`src/rtl/seq_det_pkg.sv`:
```
// Shared helpers for the serial pattern detector: prefix-function math used to
// build the constant next-state table at elaboration.
package seq_det_pkg;

  localparam int MAX_PAT_W = 16;

  // Bit i of the pattern in arrival order (i = 0 is the first bit received).
  function automatic logic pat_bit(input logic [MAX_PAT_W-1:0] pattern,
                                   input int pat_w, input int i);
    return pattern[pat_w-1-i];
  endfunction

  // Longest pattern prefix that is a suffix of (prefix[len] ++ b).
  function automatic int next_len(input logic [MAX_PAT_W-1:0] pattern,
                                  input int pat_w, input int len, input logic b);
    int   best;
    int   j;
    logic ok;
    logic sb;
    best = 0;
    for (int k = 1; k <= MAX_PAT_W; k++) begin
      if (k <= len + 1 && k <= pat_w) begin
        ok = 1'b1;
        for (int i = 0; i < MAX_PAT_W; i++) begin
          if (i < k) begin
            j  = len + 1 - k + i;
            sb = (j == len) ? b : pat_bit(pattern, pat_w, j);
            if (sb != pat_bit(pattern, pat_w, i)) ok = 1'b0;
          end
        end
        if (ok) best = k;
      end
    end
    return best;
  endfunction

  // Longest proper prefix of prefix[len] that is also its suffix.
  function automatic int fail_len(input logic [MAX_PAT_W-1:0] pattern,
                                  input int pat_w, input int len);
    int   best;
    logic ok;
    best = 0;
    for (int k = 1; k < MAX_PAT_W; k++) begin
      if (k < len) begin
        ok = 1'b1;
        for (int i = 0; i < MAX_PAT_W; i++) begin
          if (i < k && pat_bit(pattern, pat_w, len - k + i) != pat_bit(pattern, pat_w, i))
            ok = 1'b0;
        end
        if (ok) best = k;
      end
    end
    return best;
  endfunction

endpackage

```
`src/rtl/seq_detector_p_sat_counter.sv`:
```
// Saturating event counter with synchronous clear; sat flags the all-ones value.
module sat_counter #(
  parameter int CNT_W = 8
) (
  input  logic             clk,
  input  logic             rst_n,
  input  logic             clr,
  input  logic             inc,
  output logic [CNT_W-1:0] count,
  output logic             sat
);

  logic [CNT_W-1:0] r_count;
  logic             w_sat;

  assign w_sat = &r_count;

  always_ff @(posedge clk or negedge rst_n) begin
    if (!rst_n)               r_count <= '0;
    else if (clr)             r_count <= '0;
    else if (inc && !w_sat)   r_count <= r_count + 1'b1;
  end

  assign count = r_count;
  assign sat   = w_sat;

endmodule

```
`src/rtl/seq_detector_p.sv`:
```
// Parametrised serial pattern detector: KMP-style prefix-length FSM with a
// Mealy match pulse, its registered copy and a saturating match counter.
module seq_detector_p
  import seq_det_pkg::*;
#(
  parameter  int               PAT_W   = 4,
  parameter  logic [PAT_W-1:0] PATTERN = 4'b1011,
  parameter  int               CNT_W   = 8,
  localparam int               ST_W    = $clog2(PAT_W)
) (
  input  logic             clk,
  input  logic             rst_n,
  input  logic             x,
  input  logic             x_vld,
  input  logic             ovl,
  input  logic             clr,
  output logic [ST_W-1:0]  state,
  output logic             match,
  output logic             match_q,
  output logic [CNT_W-1:0] count,
  output logic             sat
);

  typedef logic [ST_W-1:0] st_t;

  st_t  r_state;
  logic r_match_q;
  st_t  w_tbl [PAT_W][2];
  st_t  w_nst;
  logic w_hit;
  logic w_match;

  // Constant transition table; the full-match entry holds the overlap restart.
  always_comb begin
    for (int s = 0; s < PAT_W; s++) begin
      for (int b = 0; b < 2; b++) begin
        w_tbl[s][b] = st_t'(next_len(MAX_PAT_W'(PATTERN), PAT_W, s, 1'(b)));
      end
    end
    w_tbl[PAT_W-1][PATTERN[0]] = st_t'(fail_len(MAX_PAT_W'(PATTERN), PAT_W, PAT_W));
  end

  assign w_hit   = (int'(r_state) == PAT_W - 1) && x_vld && (x == PATTERN[0]);
  assign w_match = rst_n && !clr && w_hit;

  always_comb begin
    w_nst = r_state;
    if (clr) begin
      w_nst = '0;
    end else if (x_vld) begin
      if (int'(r_state) >= PAT_W)  w_nst = '0;
      else if (w_hit && !ovl)      w_nst = '0;
      else                         w_nst = w_tbl[r_state][x];
    end
  end

  always_ff @(posedge clk or negedge rst_n) begin
    if (!rst_n) begin
      r_state   <= '0;
      r_match_q <= 1'b0;
    end else begin
      r_state   <= w_nst;
      r_match_q <= w_match;
    end
  end

  sat_counter #(.CNT_W(CNT_W)) u_cnt (
    .clk   (clk),
    .rst_n (rst_n),
    .clr   (clr),
    .inc   (w_match),
    .count (count),
    .sat   (sat)
  );

  assign state   = r_state;
  assign match   = w_match;
  assign match_q = r_match_q;

endmodule

```
`config.mk`:
```
export PLATFORM = sky130hd
export DESIGN_NAME = seq_detector_p
export DESIGN_NICKNAME = d
export VERILOG_FILES = /design/src/rtl/seq_det_pkg.sv /design/src/rtl/seq_detector_p_sat_counter.sv /design/src/rtl/seq_detector_p.sv
export SDC_FILE = /design/constraint.sdc
export NUM_CORES = 1
export LEC_CHECK = 0
export ABC_AREA = 1
export CORE_AREA = 2 2 49 47
export CTS_CLUSTER_DIAMETER = 100
export DETAILED_ROUTE_END_ITERATION = 8
export DIE_AREA = 0 0 51 49
export GPL_ROUTABILITY_DRIVEN = 0
export PLACE_DENSITY = 0.7
export SKIP_CTS_REPAIR_TIMING = 1
export SYNTH_ARGS = -nofsm -noshare
export SYNTH_HDL_FRONTEND = slang
export SYNTH_HIERARCHICAL = 1
export SYNTH_SLANG_ARGS = --single-unit
```
`constraint.sdc`:
```
create_clock -name clk -period 2.74 [get_ports clk]
set_clock_uncertainty 0.15 [all_clocks]
set_input_delay 0.685 -clock clk [delete_from_list [all_inputs] [get_ports clk]]
set_output_delay 0.685 -clock clk [all_outputs]
set_load 0.02 [all_outputs]
```
==> impl_metrics.ini <==
[job]
max-cap-violations = 0

[drt]
vias = 662
drt_iter0_markers = 12
wl_per_cell_um = 10.81
ant_nets = 0
drt-pass1-iter-count = 5
wl_um = 1568
viasPerCell = 4.566
drc = 0

[floorplanning]
num_rows = 16
core-area_sq_um = 2022
start_util = 0.3243
die_h_um = 49
ios = 19
die-area_sq_um = 2499
die_w_um = 51

[layout]
n_fill_cell = 216
multi_input_area_sq_um = 339.1
fin_util = 0.4641
drive_gt1_frac = 0.1441
fin_nets = 126
syn_to_final_growth_pct = 43.13
n_antenna_cell = 0
regArea_sq_um = 275.3

[setup_path]
cpPeakStageDelay_ps = 480
cp.arrival_ps = 1770
critPathKind = in -> out
path_buf_inv = 2
endpoint_kind = output port
crit_fanout = 2
crit_path_start_kind = input pin
critPathSlowestCell = clkdlybuf4s50_1
crit_top_cell = nand2_1
worstPathRequired_ps = 1900
path_cells = clkdlybuf4s50_1 -> nand2_1 -> nor2_2 -> nand2_1 -> nor2_1 -> dlymetal6s2s_1
crit_family = buffers and inverters

[sta]
fin_crit_ps = 2609
drv_slew = 0
holdWs_ps = 403.2
slew-limit-headroom = 0.8163
hold_violations = 0
rsz0062_at_grt = false
max_freq_mhz = 383.3
setup_viol_count_final = 0
period_share = 0.9521
worst_slack_ps = 131.3
max_slew.worst_pin.slew_ps = 273.9

[synthesis]
ys_seq_elements = 11
synth_top_area_frac = 0.4198
synth_nets = 98
yosysTopAreaCell = dfrtp_1
ys_warn_count = 6
synthesis.area_sq_um = 655.6
synth.area.top_cells = dfrtp_1, nand2_1, nand3_1
synth_cell_type_count = 19
synth.avg_cell_area_sq_um = 7.205
syn_inst = 91
ys_seq_area_frac = 0.4198

[power_and_ir_drop]
powerDensity_nw_per_um2 = 323.6
combPwrFrac = 0.100
p_int_mw = 0.2345
switching_share = 0.2278
pwr-share-clk = 0.356
seqPwrFrac = 0.544
peakVddDrop_mv = 0.1315
power.net_switching_mw = 0.06919
p_leak_nw = 0.5041

[clocking]
htree_levels = 1
cts_buffers = 3
ctsLongestPathBuffers = 2
clock_latency_ps = 260
clkSinkCount = 11
clk_pin_slew_ps = 70
cts.root.buffer_cell = clkbuf_4
cts_tree = built

[global_route]
track_usage = 0.1465
grt_pass1_wl_um = 2766
antenna_found_initial = 0
grt_max_degree = 12
grt_pass1_vias = 644
grt-ovfl-total = 0

[hold_path]
hold_class = reg -> reg

[outcome]
status = finished, final reports clean

[place]
io_buffers = 18
place_ws_ps = -254.3
dpl.hpwl_um = 1191
-- sequential cells by signal (all words and copies together), names as in the netlist --
signal	flops
u_cnt/count	8
state	2
match_q	1
-- worst min-delay path, stage by stage (launching register included) --
cell	delay, ps
dfrtp_1	400
nand2_1	70
nand2_1	60
-- layout by cell type (no fill, tap or decap), types with 3 or more instances in the layout --
cell | synthesis | layout
nor2_2 | 3 | 3
nand3_1 | 14 | 14
nor2_1 | 11 | 11
clkbuf_4 | 0 | 3
buf_4 | 0 | 5
clkdlybuf4s50_1 | 0 | 16
nand2_1 | 28 | 28
dfrtp_1 | 11 | 11
inv_1 | 9 | 9
-- area by class of cell --
class | instances | share of cell area
Inverter | 11 | 0.04400
Multi-Input combinational cell | 69 | 0.3613
Sequential cell | 11 | 0.2933
Timing Repair Buffer | 23 | 0.2373
Clock buffer | 4 | 0.02800
Tap cell | 27 | 0.03600
-- worst paths after layout --
check                      slack (ps)        endpoint  cells past startpoint           start
max                               130           match                      6               x
min                               400        state[0]                      2        state[0]
max reg2reg                      1150  u_cnt/count[6]                      8  u_cnt/count[0]
min reg2reg                       400        state[0]                      2        state[0]
max in group asynchronous        1650  u_cnt/count[1]                      2           rst_n
min in group asynchronous         630         match_q                      2           rst_n
-- power groups by stage --
| stage | Clock (mW) | Sequential [mW] | Combinational [mW] |
|---|---|---|---|
| 3_3_place_gp | 0 | 0.168 | 0.0293 |
| 2_1_floorplan | 0 | 0.170 | 0.00646 |
| 4_1_cts | 0.116 | 0.165 | 0.0306 |
| 5_1_grt | 0.126 | 0.165 | 0.0334 |
| 6_report | 0.108 | 0.165 | 0.0302 |
| 3_5_place_dp | 0 | 0.168 | 0.0302 |
-- through the flow --
step | instance area (sq um) | setup TNS [ps] | power, mW | std cells
after floorplan | 655.6 | 0 | 0.1763 | 91
after global placement | 907.1 | -233.1 | 0.1975 | 141
after detailed placement | 907.1 | -254.3 | 0.1985 | 141
after CTS | 933.4 | -260.5 | 0.3113 | 145
after global routing | 938.4 | 0 | 0.3245 | 145
final | 938.4 | 0 | 0.3037 | 145
-- synthesized netlist by cell type --
master	n
nor2_1	11
dfrtp_1	11
nor3_1	1
nand2_1	28
nand2_4	1
ha_1	1
a21o_2	1
inv_1	9
xor2_1	2
nand3b_1	1
nand3_1	14
inv_2	1
nand2_2	2
o21bai_1	1
o21ai_0	1
a21oi_1	1
nor2_4	1
clkinv_1	1
nor2_2	3
-- per-layer routing --
layer,wire (um),GRT usage
met5,0,0
met4,7,0.04054
met3,53,0.03681
met2,850,0.2532
met1,657,0.1776
-- cells by family (layout without fill, tap and decap cells) --
group / Yosys count / in the layout / share of synthesized area
and+or+nand+nor: 62 / 62 / 0.4313
DFF: 11 / 11 / 0.4198
buffers and inverters: 11 / 38 / 0.06296
AOI/OAI and AO/OA: 4 / 4 / 0.04007
xor gates and xnor gates: 2 / 2 / 0.02672
adders and majority gates: 1 / 1 / 0.01908
Note: power is estimated with default switching activity, not from simulation.
==> RTL edit 1, RTL diff (same settings) <==
Add an input register stage for `x`, `x_vld`, `ovl` and `clr`, cleared by the reset; this delays them by one clock.
--- a/src/rtl/seq_detector_p.sv
+++ b/src/rtl/seq_detector_p.sv
@@ -25,2 +25,21 @@
 
+  logic x_q;
+  logic x_vld_q;
+  logic ovl_q;
+  logic clr_q;
+
+  always_ff @(posedge clk or negedge rst_n) begin
+    if (!rst_n) begin
+      x_q     <= '0;
+      x_vld_q <= '0;
+      ovl_q   <= '0;
+      clr_q   <= '0;
+    end else begin
+      x_q     <= x;
+      x_vld_q <= x_vld;
+      ovl_q   <= ovl;
+      clr_q   <= clr;
+    end
+  end
+
   st_t  r_state;
@@ -42,4 +61,4 @@
 
-  assign w_hit   = (int'(r_state) == PAT_W - 1) && x_vld && (x == PATTERN[0]);
-  assign w_match = rst_n && !clr && w_hit;
+  assign w_hit   = (int'(r_state) == PAT_W - 1) && x_vld_q && (x_q == PATTERN[0]);
+  assign w_match = rst_n && !clr_q && w_hit;
 
@@ -47,8 +66,8 @@
     w_nst = r_state;
-    if (clr) begin
+    if (clr_q) begin
       w_nst = '0;
-    end else if (x_vld) begin
+    end else if (x_vld_q) begin
       if (int'(r_state) >= PAT_W)  w_nst = '0;
-      else if (w_hit && !ovl)      w_nst = '0;
-      else                         w_nst = w_tbl[r_state][x];
+      else if (w_hit && !ovl_q)      w_nst = '0;
+      else                         w_nst = w_tbl[r_state][x_q];
     end
@@ -69,3 +88,3 @@
     .rst_n (rst_n),
-    .clr   (clr),
+    .clr   (clr_q),
     .inc   (w_match),
Check against the original RTL: not equivalent (a bounded check fails within 4 cycles, from zero or initial values and one cycle with rst_n low).
==> RTL edit 1 against the original RTL <==
- cell count up 2.1%
- wire length down 6.0%
- utilization up 4.6 points
- power up 28%
- setup slack better by 0.20 ns
- sequential cell count up 4
- synthesized area up 16%
- final area up 9.9%
- sequential share of layout area up 7.1 points
==> RTL edit 1: results <==
metrics = {
    "global_routing": {
        "grt_pass1_vias": 641,
        "grt_start_max_net_pins": 16,
        "antenna_found_initial": 0,
        "grt_pass1_wl_um": 2815,
        "grtUsageTotal_pct": 15.00,
    },
    "clock_network": {
        "clk_pin_slew_worst_paths_ns": 0.09,
        "clockBufferDepth": 2,
        "cts_htree_levels": 1,
        "cts_root_buf": "clkbuf_4",
        "clk-insertion-delay-late_ns": 0.29,
        "numCtsBuffers": 3,
    },
    "drt": {
        "wl_per_cell_um": 9.959,
        "first_pass_iters": 4,
        "first_iter_violations": 12,
        "routed_via_density": 4.689,
    },
    "logic_synthesis": {
        "syn_area_per_cell_um2": 7.937,
        "synth_common_cells": "28 x nand2_1, 15 x dfrtp_1, 15 x nand3_1, 10 x inv_1, 10 x nor2_1",
        "synth_cell_types": 18,
        "async_flop_share_pct": 100.0,
        "synth.most_common_cell": "nand2_1",
        "synth_top_cells_by_area": "dfrtp_1 49%, nand2_1 14%, nand3_1 9.9%, inv_1 4.9%, nor2_1 4.9%",
        "synth_mux_area_share_pct": 0,
        "synth_nets": 103,
        "yosys_warnings": 6,
        "synthAdderAreaFrac_pct": 1.642,
        "synth-xor-area-share_pct": 2.299,
        "ys.flop_type": "dfrtp_1",
        "ys_seq_area_share_pct": 49.26,
        "synth_compound_area_share_pct": 2.791,
    },
    "placement": {
        "place_inst": 143,
        "dp_slack_ns": -0.05143,
        "io_buffer_count": 18,
        "dp_hpwl_um": 1115,
    },
    "critical_path": {
        "cp-startpoint": "rst_n",
        "cp_max_fo": 2,
        "r2r_start": "state[1]",
        "cp_data_arrival_time_ns": 1.58,
        "critPathLaunchType": "primary input",
    },
    "cells_and_area": {
        "antennaDiodeCount": 0,
        "drive_gt1_share_pct": 14.05,
        "fin_cells": 148,
        "nets": 129,
        "largest_register_ffs": 8,
    },
    "power_and_ir_drop": {
        "power.leakage_nw": 0.5527,
        "vdd_drop_max_v": 0.0002277,
        "netSwitchingPower_mw": 0.09510,
    },
    "timing": {
        "max_slew_margin_pct": 81.68,
    },
    "worst_hold_path": {
        "hold_path.class": "reg -> reg",
        "min-delay-start": "state[1]",
    },
    "run_status": {
        "outcome": "finished clean",
    },
}
## RTL edit 1: cell types whose count changed after synthesis
| cell | change |
|---|---|
| a21oi_1 | -1 |
| dfrtp_1 | +4 |
| inv_1 | +1 |
| nand2_2 | +1 |
| nand3_1 | +1 |
| nor2_1 | -1 |
| o21ai_0 | -1 |
| o21ai_1 | +1 |
## RTL edit 1: cells by family (layout without fill, tap and decap cells)
| kind of cell | Yosys count | in the layout |
|---|---|---|
| AOI/OAI and AO/OA | 3 | 3 |
| xor gates and xnor gates | 2 | 2 |
| adders and majority gates | 1 | 1 |
| buffers and inverters | 12 | 37 |
| DFF | 15 | 15 |
| and+or+nand+nor | 63 | 63 |
## RTL edit 1: critical path, stage by stage
cell and delay, ns:
clkdlybuf4s50_1 0.48, nand2_1 0.05, nor2_1 0.12, dlymetal6s2s_1 0.24
## RTL edit 1: worst paths after layout
kind | cells after the start | slack [ns] | to
worst max-delay path | 4 | 0.33 | match
worst min-delay path | 2 | 0.42 | state[1]
worst max register to register | 9 | 1.16 | u_cnt/count[3]
worst min register to register | 2 | 0.42 | state[1]
max in group asynchronous | 2 | 1.69 | clr_q
min in group asynchronous | 2 | 0.58 | u_cnt/count[5]
## RTL edit 1: through the flow
step	setup TNS [ns]	instance area, µm²
3_3_place_gp	-0.03673	991.0
5_1_grt	0	1031
3_5_place_dp	-0.05143	991.0
6_report	0	1031
4_1_cts	-0.06538	1018
2_1_floorplan	0	762.0
## RTL edit 1: metal layers
metal / GRT usage, % / part of all wire (%) / vias to the layer above
met5: 0 / 0 / -
met4: 9.910 / 2.4 / 0
met3: 2.761 / 4.7 / 4
met2: 22.51 / 47 / 21
met1: 19.49 / 46 / 319
li1: - / - / 350
## RTL edit 1: final cells by class
type	instances	area, µm²
clock buffers	3	22.52
clock inverters	1	5.005
fillers	201	991.0
inverters	12	45.04
multi-input cells	69	341.6
flip-flops and latches	15	375.4
well taps	27	33.78
repair buffers	21	207.7
## RTL edit 1: power groups by stage
stage | Clock [mW] | Sequential [mW] | Combinational (mW)
2_1_floorplan | 0 | 0.236 | 0.00720
3_3_place_gp | 0 | 0.235 | 0.0268
3_5_place_dp | 0 | 0.235 | 0.0273
4_1_cts | 0.133 | 0.231 | 0.0275
5_1_grt | 0.139 | 0.232 | 0.0303
6_report | 0.130 | 0.231 | 0.0268
==> RTL edit 2, RTL diff (same flow settings) <==
Made on the original files. Change the parameter `PAT_W` from 4 to 8.
--- a/src/rtl/seq_detector_p.sv
+++ b/src/rtl/seq_detector_p.sv
@@ -5,3 +5,3 @@
 #(
-  parameter  int               PAT_W   = 4,
+  parameter  int               PAT_W   = 8,
   parameter  logic [PAT_W-1:0] PATTERN = 4'b1011,
Ports: changed (resized state); port bits go from 19 to 20. No check against the original RTL was run, so the function may have changed too.
==> RTL edit 2 against the original RTL <==
- final area is 11% higher
- synthesized area is 17% higher
- cell count increased by 11%
- wire length grew 5.1%
- maximum frequency barely moved
- largest power group unchanged
- power grew 8.2%
- sequential cell count grew 1
- largest cell class unchanged
- clock power down 4%
- highest routed layer unchanged
- setup slack improved by 0.0021 ns
- register-to-register slack got worse by 0.25 ns
==> RTL edit 2: results <==
metrics = {
    "run_status": {
        "outcome": "finished clean",
    },
    "clock_network": {
        "cts_root_buf": "clkbuf_4",
        "clk_pin_slew_worst_paths_ns": 0.06,
        "clk-insertion-delay-late_ns": 0.27,
        "clockBufferDepth": 2,
        "numCtsBuffers": 3,
        "cts_htree_levels": 1,
    },
    "worst_hold_path": {
        "hold_path.class": "reg -> reg",
    },
    "cells_and_area": {
        "largest_register_ffs": 8,
        "nets": 145,
        "drive_gt1_share_pct": 14.18,
        "antennaDiodeCount": 0,
        "fillCellCount": 202,
    },
    "drt": {
        "routed_via_density": 4.683,
        "first_iter_violations": 13,
        "first_pass_iters": 4,
        "wl_um": 1648,
    },
    "power_and_ir_drop": {
        "intPower_mw": 0.2494,
        "power.leakage_nw": 0.5519,
        "vdd_drop_max_v": 0.0001854,
    },
    "global_routing": {
        "antenna_found_initial": 0,
        "grt_util_met3_pct": 4.601,
        "grtUsageMet2_pct": 22.08,
        "grt_pass1_vias": 630,
        "grt_pass1_wl_um": 2739,
        "grt_start_max_net_pins": 13,
        "grtUsageTotal_pct": 14.61,
        "use_met1_pct": 20.04,
    },
    "critical_path": {
        "cp_max_fo": 4,
        "slowest_delay_ns": 0.52,
        "critical-path-top-delay-family": "buffers and inverters",
        "slowest_stage": "clkdlybuf4s50_1",
        "cp_data_arrival_time_ns": 1.77,
    },
    "logic_synthesis": {
        "async_flop_share_pct": 100.0,
        "synth_cell_types": 18,
        "synth_common_cells": "34 x nand2_1, 18 x nand3_1, 12 x dfrtp_1, 12 x inv_1, 10 x nor2_1",
        "synth_nets": 117,
        "synth_top_cells_by_area": "dfrtp_1 39%, nand2_1 17%, nand3_1 12%, inv_1 5.9%, ha_1 4.9%",
        "ys_seq_area_share_pct": 39.09,
        "ys.flop_type": "dfrtp_1",
        "yosys_warnings": 6,
        "netlist.area_leader.share_pct": 39.09,
    },
    "placement": {
        "dp_slack_ns": -0.3106,
        "dp_hpwl_um": 1274,
        "io_buffer_count": 19,
    },
    "timing": {
        "tightest_slew_ns": 0.2862,
        "finalHoldViolCount": 0,
    },
}
## RTL edit 2: cell count changes after synthesis, sizes merged
cell,change
ha,+2
dfrtp,+1
nor2,-1
o21ai,-1
nand2,+8
inv,+3
a21oi,+1
nand3,+4
## RTL edit 2: layout make-up
type / instances / area [µm²] / area share [%]
multi-input combinational: 82 / 415.4 / 39.86
sequential: 12 / 300.3 / 28.81
timing repair buffer: 23 / 217.7 / 20.89
inverter: 14 / 52.55 / 5.042
tap: 27 / 33.78 / 3.241
clock buffer: 3 / 22.52 / 2.161
## RTL edit 2: metal layers
layer / vias to the layer above / wire, µm
li1: 389 / -
met1: 352 / 813
met2: 11 / 762
met3: 2 / 59
met4: 0 / 13
met5: - / 0
## RTL edit 2: per-stage QoR
| step | area (µm²) | instances | utilization [%] | hold WS [ns] |
|---|---|---|---|---|
| final | 1042 | 161 | 51.55 | 0.4081 |
| after global routing | 1042 | 161 | 51.55 | 0.4466 |
| after CTS | 1045 | 161 | 51.67 | 0.4199 |
| after detailed placement | 1022 | 158 | 50.56 | 0.4017 |
| after global placement | 1022 | 158 | 50.56 | 0.3817 |
| after floorplan | 768.2 | 108 | - | 0.2394 |
## RTL edit 2: kinds of logic after synthesis
logic type	after synthesis	synth area share, %
simple gates	73	43.49
buf+inv	14	6.839
flops	12	39.09
compound gates	4	3.421
fa+ha+maj	3	4.887
xor+xnor	2	2.281
## RTL edit 2: path summary, 6_finish.rpt
check | start | endpoint | slack [ns] | cells past startpoint
setup / recovery | x | match | 0.13 | 6
hold / removal | state[0] | state[0] | 0.41 | 2
setup reg to reg | state[1] | u_cnt/count[3] | 0.90 | 10
hold reg to reg | state[0] | state[0] | 0.41 | 2
max in group asynchronous | rst_n | u_cnt/count[3] | 1.64 | 2
min in group asynchronous | rst_n | u_cnt/count[6] | 0.64 | 2
## RTL edit 2: worst register-to-register path: cells and delay by family, from the launching register on
kind / cells / cell delay, ns
buffers and inverters: 1 / 0.16
and+or+nand+nor: 8 / 0.83
DFF: 1 / 0.42
adders and majority gates: 1 / 0.21
## RTL edit 2: power groups by stage
stage | Sequential (mW) | Combinational [mW] | Clock (mW)
final | 0.184 | 0.0409 | 0.104
after global placement | 0.187 | 0.0409 | 0
after detailed placement | 0.187 | 0.0412 | 0
after floorplan | 0.190 | 0.0133 | 0
after CTS | 0.183 | 0.0414 | 0.112
after global routing | 0.184 | 0.0458 | 0.122
